**src/rtl/decode_hazard_scoreboard_if.sv**
```systemverilog
// Decode/writeback/flush bundle between the decode stage, register file and
// the hazard scoreboard. The master drives the requests; the scoreboard answers.
interface decode_hazard_scoreboard_if #(
   parameter int NUM_REGS = 32,
   parameter int IDX_W    = 5,
   parameter int CNT_W    = 16
);
   logic                dec_valid;
   logic [IDX_W-1:0]    dec_rs;
   logic [IDX_W-1:0]    dec_rt;
   logic                dec_uses_rs;
   logic                dec_uses_rt;
   logic                dec_writes;
   logic [IDX_W-1:0]    dec_dest;
   logic                wb_valid;
   logic [IDX_W-1:0]    wb_reg;
   logic                flush;
   logic                issue;
   logic                stall;
   logic [NUM_REGS-1:0] busy_mask;
   logic [CNT_W-1:0]    stall_count;
   logic                err_spurious_wb;

   modport master (
      output dec_valid, dec_rs, dec_rt, dec_uses_rs, dec_uses_rt, dec_writes,
             dec_dest, wb_valid, wb_reg, flush,
      input  issue, stall, busy_mask, stall_count, err_spurious_wb
   );

   modport slave (
      input  dec_valid, dec_rs, dec_rt, dec_uses_rs, dec_uses_rt, dec_writes,
             dec_dest, wb_valid, wb_reg, flush,
      output issue, stall, busy_mask, stall_count, err_spurious_wb
   );
endinterface

```
**src/rtl/decode_hazard_scoreboard.sv**
```systemverilog
// Decode-stage hazard scoreboard: tracks in-flight register writes, stalls
// decode on RAW/WAW conflicts and drains all pending writes after a flush.
module decode_hazard_scoreboard #(
   parameter int NUM_REGS = 32,
   parameter int IDX_W    = 5,
   parameter int CNT_W    = 16
) (
   input  logic                      clk,
   input  logic                      rst_n,
   decode_hazard_scoreboard_if.slave bus
);

   typedef enum logic [1:0] {RUN, STALL, DRAIN} state_e;

   state_e              state_q, state_d;
   logic [NUM_REGS-1:0] busy_q, busy_d;
   logic [NUM_REGS-1:0] wb_hit, set_hit, eff;
   logic [CNT_W-1:0]    cnt_q;
   logic                err_q;
   logic                hazard, issue_c, stall_c;

   // Per-register tracking; register 0 is hardwired zero and never tracked.
   for (genvar r = 0; r < NUM_REGS; r++) begin : g_reg
      if (r == 0) begin : g_zero
         assign wb_hit[r]  = 1'b0;
         assign set_hit[r] = 1'b0;
         assign busy_d[r]  = 1'b0;
      end else begin : g_trk
         assign wb_hit[r]  = bus.wb_valid && (bus.wb_reg == IDX_W'(r));
         assign set_hit[r] = issue_c && bus.dec_writes && (bus.dec_dest == IDX_W'(r));
         // A new writer supersedes a same-cycle writeback of the old one.
         assign busy_d[r]  = set_hit[r] | (busy_q[r] & ~wb_hit[r]);
      end
   end

   // Write-through register file: a same-cycle writeback already resolves.
   assign eff = busy_q & ~wb_hit;

   always_comb begin
      hazard = 1'b0;
      if (bus.dec_uses_rs && eff[bus.dec_rs] && (bus.dec_rs != '0))
         hazard = 1'b1;
      if (bus.dec_uses_rt && eff[bus.dec_rt] && (bus.dec_rt != '0))
         hazard = 1'b1;
      if (bus.dec_writes && eff[bus.dec_dest] && (bus.dec_dest != '0))
         hazard = 1'b1;
   end

   always_comb begin
      state_d = state_q;
      issue_c = 1'b0;
      stall_c = 1'b0;
      unique case (state_q)
         RUN: begin
            if (bus.dec_valid && !hazard) begin
               issue_c = 1'b1;
            end else if (bus.dec_valid) begin
               stall_c = 1'b1;
               state_d = STALL;
            end
         end
         STALL: begin
            if (!bus.dec_valid) begin
               state_d = RUN;
            end else if (hazard) begin
               stall_c = 1'b1;
            end else begin
               issue_c = 1'b1;
               state_d = RUN;
            end
         end
         DRAIN: begin
            stall_c = bus.dec_valid;
            if (eff == '0)
               state_d = RUN;
         end
         default: state_d = RUN;
      endcase
      // Flush discards the decoded instruction rather than holding it.
      if (bus.flush) begin
         state_d = DRAIN;
         issue_c = 1'b0;
         if (state_q != DRAIN)
            stall_c = 1'b0;
      end
      if (!rst_n) begin
         issue_c = 1'b0;
         stall_c = 1'b0;
      end
   end

   always_ff @(posedge clk or negedge rst_n) begin
      if (!rst_n) begin
         state_q <= RUN;
         busy_q  <= '0;
         cnt_q   <= '0;
         err_q   <= 1'b0;
      end else begin
         state_q <= state_d;
         busy_q  <= busy_d;
         if (stall_c && (cnt_q != '1))
            cnt_q <= cnt_q + CNT_W'(1);
         if (|(wb_hit & ~busy_q))
            err_q <= 1'b1;
      end
   end

   assign bus.issue           = issue_c;
   assign bus.stall           = stall_c;
   assign bus.busy_mask       = busy_q;
   assign bus.stall_count     = cnt_q;
   assign bus.err_spurious_wb = err_q;

endmodule

```
**src/flat_wrapper.sv**
```systemverilog
// flat-port wrapper written by rule: the top's interface ports become plain ports
module decode_hazard_scoreboard_flat 
#(
   parameter int NUM_REGS = 32,
   parameter int IDX_W    = 5,
   parameter int CNT_W    = 16
)
  (clk, rst_n, bus_dec_valid, bus_dec_rs, bus_dec_rt, bus_dec_uses_rs, bus_dec_uses_rt, bus_dec_writes, bus_dec_dest, bus_wb_valid, bus_wb_reg, bus_flush, bus_issue, bus_stall, bus_busy_mask, bus_stall_count, bus_err_spurious_wb);
  decode_hazard_scoreboard_if #(.NUM_REGS(NUM_REGS), .IDX_W(IDX_W), .CNT_W(CNT_W)) bus_i ();
  input  logic clk;
  input  logic rst_n;
  input wire logic [$bits(bus_i.dec_valid)-1:0] bus_dec_valid;
  input wire logic [$bits(bus_i.dec_rs)-1:0] bus_dec_rs;
  input wire logic [$bits(bus_i.dec_rt)-1:0] bus_dec_rt;
  input wire logic [$bits(bus_i.dec_uses_rs)-1:0] bus_dec_uses_rs;
  input wire logic [$bits(bus_i.dec_uses_rt)-1:0] bus_dec_uses_rt;
  input wire logic [$bits(bus_i.dec_writes)-1:0] bus_dec_writes;
  input wire logic [$bits(bus_i.dec_dest)-1:0] bus_dec_dest;
  input wire logic [$bits(bus_i.wb_valid)-1:0] bus_wb_valid;
  input wire logic [$bits(bus_i.wb_reg)-1:0] bus_wb_reg;
  input wire logic [$bits(bus_i.flush)-1:0] bus_flush;
  output wire logic [$bits(bus_i.issue)-1:0] bus_issue;
  output wire logic [$bits(bus_i.stall)-1:0] bus_stall;
  output wire logic [$bits(bus_i.busy_mask)-1:0] bus_busy_mask;
  output wire logic [$bits(bus_i.stall_count)-1:0] bus_stall_count;
  output wire logic [$bits(bus_i.err_spurious_wb)-1:0] bus_err_spurious_wb;
  assign bus_i.dec_valid = bus_dec_valid;
  assign bus_i.dec_rs = bus_dec_rs;
  assign bus_i.dec_rt = bus_dec_rt;
  assign bus_i.dec_uses_rs = bus_dec_uses_rs;
  assign bus_i.dec_uses_rt = bus_dec_uses_rt;
  assign bus_i.dec_writes = bus_dec_writes;
  assign bus_i.dec_dest = bus_dec_dest;
  assign bus_i.wb_valid = bus_wb_valid;
  assign bus_i.wb_reg = bus_wb_reg;
  assign bus_i.flush = bus_flush;
  assign bus_issue = bus_i.issue;
  assign bus_stall = bus_i.stall;
  assign bus_busy_mask = bus_i.busy_mask;
  assign bus_stall_count = bus_i.stall_count;
  assign bus_err_spurious_wb = bus_i.err_spurious_wb;
  decode_hazard_scoreboard #(.NUM_REGS(NUM_REGS), .IDX_W(IDX_W), .CNT_W(CNT_W)) u_core (.clk(clk), .rst_n(rst_n), .bus(bus_i));
endmodule
```
**config.mk**
```make
export PLATFORM = sky130hd
export DESIGN_NAME = decode_hazard_scoreboard_flat
export DESIGN_NICKNAME = d
export VERILOG_FILES = /design/src/rtl/decode_hazard_scoreboard_if.sv /design/src/rtl/decode_hazard_scoreboard.sv /design/src/flat_wrapper.sv
export SDC_FILE = /design/constraint.sdc
export NUM_CORES = 1
export LEC_CHECK = 0
export ABC_AREA = 0
export BUFFER_PORTS_ARGS = -buffer_cell sky130_fd_sc_hd__buf_2
export CAP_MARGIN = 20
export CORE_MARGIN = 1.5
export CORE_UTILIZATION = 60
export DETAILED_ROUTE_END_ITERATION = 8
export GPL_ROUTABILITY_DRIVEN = 0
export PLACE_DENSITY = 0.86
export SLEW_MARGIN = 40
export SYNTH_ARGS = -nofsm -noshare
export SYNTH_HDL_FRONTEND = slang
export SYNTH_SLANG_ARGS = --single-unit
```
**constraint.sdc**
```tcl
create_clock -name clk -period 10.95 [get_ports clk]
set_input_delay 2.19 -clock clk [delete_from_list [all_inputs] [get_ports clk]]
set_output_delay 2.19 -clock clk [all_outputs]
set_load 0.05 [all_outputs]
```
-- Word level (Yosys, flattened, before mapping)
Cells that the tools add are included.
W data, S select, Z words.
- add/subtract/negate cells: 1
- bitwise operators: 97
- order comparisons: 3
- equal/unequal tests: 70
- muxes and demuxes: 30
- reduce and logical (&&, ||, !) cells: 79
- operators with widths (kind ; number):
    $eq A5 B5 Y1 const B ; 32
    $eq A5 B4 Y1 const B ; 16
    $logic_and A1 B1 Y1 ; 71
    $and A32 B32 Y32 ; 2
    $not A32 Y32 ; 2
    $eq A5 B3 Y1 const B ; 8
    $logic_not A32 Y1 ; 1
    $reduce_or A32 Y1 ; 1
    $and A1 B1 Y1 ; 31
    $not A1 Y1 ; 31
    $or A1 B1 Y1 ; 31
    $eq A5 B2 Y1 const B ; 4
    $lt A5 B6 Y1 const B ; 3
    $mux W1 ; 18
    $add A16 B1 Y16 const B ; 1
    $ne A16 B16 Y1 const B ; 1
    $bmux W1 S5 ; 3
    $reduce_bool A5 Y1 ; 3
    $mux W2 ; 6
    $eq A5 B1 Y1 const B ; 2
    $ne A3 B3 Y1 const B ; 2
    $pmux W2 S3 ; 1
    $ne A4 B4 Y1 const B ; 1
    $reduce_and A4 Y1 ; 1
    other kinds (8) ; 8
- register bits after elaboration: 50

-- Depth between registers and ports, before layout
- word-level depth: 20
- depth in mapped cells: 12
- depth with buffers taken out: 9

-- Worst setup path before layout
OpenSTA, ideal clock, no wires.
- path type: input -> output
- start point: in bus_dec_rt[1]
- end point: out bus_issue
- stages: 8
- data required time: 8.760 ns
- path buffers: 2
- slack: 4.086 ns
- data arrival time: 4.674 ns
- cell sequence: clkbuf_1 > clkbuf_1 > mux4_2 > o311a_1 > o41ai_1 > a21oi_1 > nor4_4 > nor4b_4
- word-level cells in the longest chain between the ends: 12
- elaborated cells on any way between the ends: 15
- those cells by class: 10 x mux; 5 x reduce/logical
- RTL lines (element ; line ; text):
    from (decl) ; flat_wrapper.sv:14 ; input wire logic [$bits(bus_i.dec_rt)-1:0] bus_dec_rt;
    $bmux W1 S5 ; decode_hazard_scoreboard.sv:43 ; if (bus.dec_uses_rt && eff[bus.dec_rt] && (bus.dec_rt != '0))
    $mux W1 (implied by the code) ; decode_hazard_scoreboard.sv:43 ;
    $logic_and A1 B1 Y1 ; decode_hazard_scoreboard.sv:43 ;
    $logic_and A1 B1 Y1 * ; decode_hazard_scoreboard.sv:43 ;
    $mux W1 * ; decode_hazard_scoreboard.sv:43 ;
    $mux W1 * ; decode_hazard_scoreboard.sv:45 ; if (bus.dec_writes && eff[bus.dec_dest] && (bus.dec_dest != '0))
    $logic_not A1 Y1 ; decode_hazard_scoreboard.sv:55 ; if (bus.dec_valid && !hazard) begin
    $logic_and A1 B1 Y1 ; decode_hazard_scoreboard.sv:55 ;
    $mux W1 ; decode_hazard_scoreboard.sv:55 ;
    $pmux W1 S2 * ; decode_hazard_scoreboard.sv:53 ; unique case (state_q)
    $mux W1 * ; decode_hazard_scoreboard.sv:80 ; if (bus.flush) begin
    $mux W1 * ; decode_hazard_scoreboard.sv:86 ; if (!rst_n) begin
    to (decl) ; flat_wrapper.sv:22 ; output wire logic [$bits(bus_i.issue)-1:0] bus_issue;
Every way passes the cells marked *; elsewhere a longest branch is shown, timed or not. The select of a mux whose other input is x is not followed.

-- Final worst setup path
- start point: in bus_wb_reg[0]
- end point: out bus_stall
- word-level cells in the longest chain between the ends: 18
- elaborated cells on any way between the ends: 88
- those cells by class: 31 x eq/ne; 16 x mux; 2 x bitwise; 39 x reduce/logical
- RTL lines (element ; line ; text):
    from (decl) ; flat_wrapper.sv:20 ; input wire logic [$bits(bus_i.wb_reg)-1:0] bus_wb_reg;
    $eq A5 B1 Y1, or another cell as far along ; decode_hazard_scoreboard.sv:29 ; assign wb_hit[r] = bus.wb_valid && (bus.wb_reg == IDX_W'(r));
    $logic_and A1 B1 Y1 ; decode_hazard_scoreboard.sv:29 ;
    $not A32 Y32 * ; decode_hazard_scoreboard.sv:37 ; assign eff = busy_q & ~wb_hit;
    $and A32 B32 Y32 * ; decode_hazard_scoreboard.sv:37 ;
    $bmux W1 S5 ; decode_hazard_scoreboard.sv:41 ; if (bus.dec_uses_rs && eff[bus.dec_rs] && (bus.dec_rs != '0))
    $mux W1 (implied by the code) ; decode_hazard_scoreboard.sv:41 ;
    $logic_and A1 B1 Y1 (2 in series) ; decode_hazard_scoreboard.sv:41 ;
    $mux W1 ; decode_hazard_scoreboard.sv:41 ;
    $mux W1 ; decode_hazard_scoreboard.sv:43 ;
    $mux W1 * ; decode_hazard_scoreboard.sv:45 ;
    $logic_not A1 Y1 ; decode_hazard_scoreboard.sv:55 ;
    $logic_and A1 B1 Y1 ; decode_hazard_scoreboard.sv:55 ;
    $mux W1 ; decode_hazard_scoreboard.sv:55 ;
    $pmux W1 S3 * ; decode_hazard_scoreboard.sv:53 ;
    $mux W1 ; decode_hazard_scoreboard.sv:83 ; if (state_q != DRAIN)
    $mux W1 * ; decode_hazard_scoreboard.sv:80 ;
    $mux W1 * ; decode_hazard_scoreboard.sv:86 ;
    to (decl) ; flat_wrapper.sv:23 ; output wire logic [$bits(bus_i.stall)-1:0] bus_stall;
Marked as above.

==> reports/results.ini <==
[logic_synthesis]
yosysUniqueCellTypes=65
yosys_warnings=0
synth.ff_latch_count=50
synthCells=466
yosysSeqAreaShare_pct=30.28
number_of_enable_type_register_cells_in_the_synthesized_netlist=0
postSynthNetCount=495
netlist_area_sq_um=4133
async_reset_ff_share_pct=100.0
synth_flop_type=dfrtp_1
avg_synthesized_cell_area_sq_um=8.868

[finish]
layout_commonest_cell=buf_2
commonest_non_fill_non_tap_cells_in_the_layout=buf_2 (77), dfrtp_1 (50), o21ai_0 (41)
postLayoutCoreUtil_pct=68.36
number_of_standard_cells_in_the_final_layout_excluding_fillers=597
syn_to_final_growth_pct=11.14
fillers=551
drive_gt1_share_pct=22.63
net_count_final=545
number_of_antenna_repair_diodes=0

[clock_tree]
clock_sink_count=50
tritoncts=yes
ctsRootBufferMaster=clkbuf_8
clkTransAtPathRegs_ns=0.09
htree_num_levels=2
insertion_delay_ns=0.31
postCtsResizedCells=0
cts_hold_buffers=0
clk_path_buf_depth=2
cts_post_setup_buffers_inserted=0
cts_buffers=5

[worst_hold_path]
hold-path-cell-count=1
hold_class=flop to flop

[sta]
tightest_slew_ns=0.8070
report.final.slew_viol_count=0
maxSlewHeadroom_pct=45.91
fmax_mhz=135.3
setup-tns-final_ns=0
final_worst_path_period_share_pct=67.49
unrepaired_setup_endpoints_after_global_routing=no
final_hold_viol_count=0
finalCriticalPeriod_ns=7.390
final.setup_skew_ns=0.01728
setup_viol_count_final=0

[pwr]
switching_share_pct=39.03
total_leakage_power_nw=2.016
clockPowerShare_pct=25.4
ir_drop_uv=121.4
power-per-cell-area_nw_per_um2=113.0
switching_power_uw=202.6
seq_power_share_pct=42.6
total_power_uw=519.1
internal_power_uw=316.5
combinationalPowerShare_pct=32.0

[routing]
met3_wirelength_mm=1.983
wl_mm=13.96
drt-pass1-iter-count=7
highest-signal-layer=met4
routed-wl-met2_mm=5.896
m1WireLength_mm=5.046
detailedRoute.firstIterationViolations=862
detail-route-antenna-nets=0
vias_per_cell=7.628
dr_total_vias=4554
route.detailed.wl_per_inst_um=23.39
drt_drc_violations_left=0

[global_routing]
global_route.usage.total_pct=38.54
grt_first_pass_wirelength_mm=22.19
vias_in_the_first_global_route=4230
grt_antenna_before_repair=0
overflow=0
maximum_number_of_pins_on_one_net_before_global_route_repair=53

[die]
die_h_um=86.00
design.portCount=79
rows=30
fp.coreArea_sq_um=6719
die-area_sq_um=7395
start_util_pct=61.51
die-width_um=86.00

[setup_path]
setup.worst_path.end_class=output pin
cp_num_cells=10
critical_path_required_ns=8.76
reg2reg_depth=9
cpMostUsedCell=buf_2
critical_path.cell_chain=buf_2 -> nand2b_1 -> o21ai_1 -> nor4b_1 -> a211oi_1 -> a21oi_1 -> nor4_4 -> o41ai_2 -> buf_4 -> buf_2
critPathMaxStageDelay_ns=0.47
timing.setup.critical_path_class=primary input to output pin
crit_path_start_kind=primary input
crit_fanout=29
crit_path_top_delay_cell=nand2b_1
critical-path-top-delay-family=compound AO/OA/AOI/OAI gates
critical_path_arrival_ns=5.20
critPathBufInv=3

[placed_design]
hpwl_mm=9.340
dp_cells=589
numPortBuffers=77

[flow_run]
maxCapViolCount=0

[status]
outcome=finished clean

layout make-up:
type | instances | area, sq um | share of cell area (%)
clock buffer | 6 | 72.57 | 1.580
clock inverter | 2 | 37.54 | 0.8172
inverter | 14 | 52.55 | 1.144
multi-input combinational | 366 | 2679 | 58.32
sequential | 50 | 1251 | 27.24
tap | 80 | 100.1 | 2.179
timing repair buffer | 79 | 400.4 | 8.717
metal layers:
layer,vias to the layer above,global-route usage (%)
met3,126,11.55
met4,0,22.43
met2,394,55.98
met1,2108,50.99
met5,-,0
li1,1926,-
cells in the mapped netlist, types with 6 or more instances:
| library cell | instances | area share [%] |
|---|---|---|
| o21ai_1 | 11 | 1.3 |
| o311a_1 | 7 | 1.7 |
| nand2b_1 | 7 | 1.1 |
| o311ai_0 | 8 | 1.7 |
| buf_2 | 14 | 1.7 |
| nand4_1 | 6 | 0.91 |
| mux2_1 | 6 | 1.6 |
| and3_1 | 6 | 0.91 |
| inv_1 | 13 | 1.2 |
| mux2i_1 | 14 | 3.4 |
| o21ai_0 | 41 | 5.0 |
| xor2_1 | 11 | 2.3 |
| mux4_2 | 10 | 5.4 |
| mux2_2 | 10 | 2.7 |
| nor3_1 | 27 | 3.3 |
| nor2b_1 | 6 | 0.91 |
| nand3_1 | 25 | 3.0 |
| clkbuf_1 | 19 | 1.7 |
| nand2_1 | 23 | 2.1 |
| nor2_1 | 17 | 1.5 |
| a21oi_1 | 13 | 1.6 |
| o31ai_1 | 24 | 4.4 |
| o22ai_1 | 12 | 1.8 |
| dfrtp_1 | 50 | 30 |
| xnor2_1 | 9 | 1.9 |
stage by stage:
| stage | setup slack [ns] | area, sq um | hold WS (ns) |
|---|---|---|---|
| floorplan | 4.086 | 4133 | 0.5158 |
| global placement | 3.715 | 4477 | 0.4807 |
| detailed placement | 3.665 | 4477 | 0.4984 |
| CTS | 3.658 | 4587 | 0.5111 |
| global route | 3.421 | 4593 | 0.5337 |
| finish | 3.560 | 4593 | 0.5066 |
sequential cells by signal, summed over array words and instances, names as in the netlist:
signal                      count
u_core.state_q                  2
u_core.bus.stall_count         16
u_core.bus.busy_mask           31
u_core.bus.err_spurious_wb      1
power by group through the flow:
stage          Sequential, mW  Clock, mW  Combinational (mW)
2_1_floorplan           0.263          0              0.0765
3_3_place_gp            0.222          0               0.160
3_5_place_dp            0.223          0               0.164
4_1_cts                 0.220      0.132               0.164
5_1_grt                 0.223      0.138               0.176
6_report                0.221      0.132               0.166
cell families after synthesis:
kind of cell               after synthesis  share of synthesized area, %
adders and majority gates                1                        0.3027
other                                    1                       0.09074
xor gates and xnor gates                20                         4.239
DFF                                     50                         30.28
buffers and inverters                   50                         5.056
muxes                                   40                         13.20
AOI/OAI and AO/OA                      149                         24.25
and+or+nand+nor                        155                         22.59
final timing paths:
path,from,end,slack (ns)
max,bus_wb_reg[0],bus_stall,3.56
min,u_core.bus.stall_count[4],u_core.bus.stall_count[4],0.51
max reg2reg,u_core.bus.busy_mask[25],u_core.bus.busy_mask[19],7.53
min reg2reg,u_core.bus.stall_count[4],u_core.bus.stall_count[4],0.51
max in group asynchronous,rst_n,u_core.bus.busy_mask[16],8.51
min in group asynchronous,rst_n,u_core.bus.busy_mask[11],1.98
Note: power is estimated with default switching activity, not from simulation.
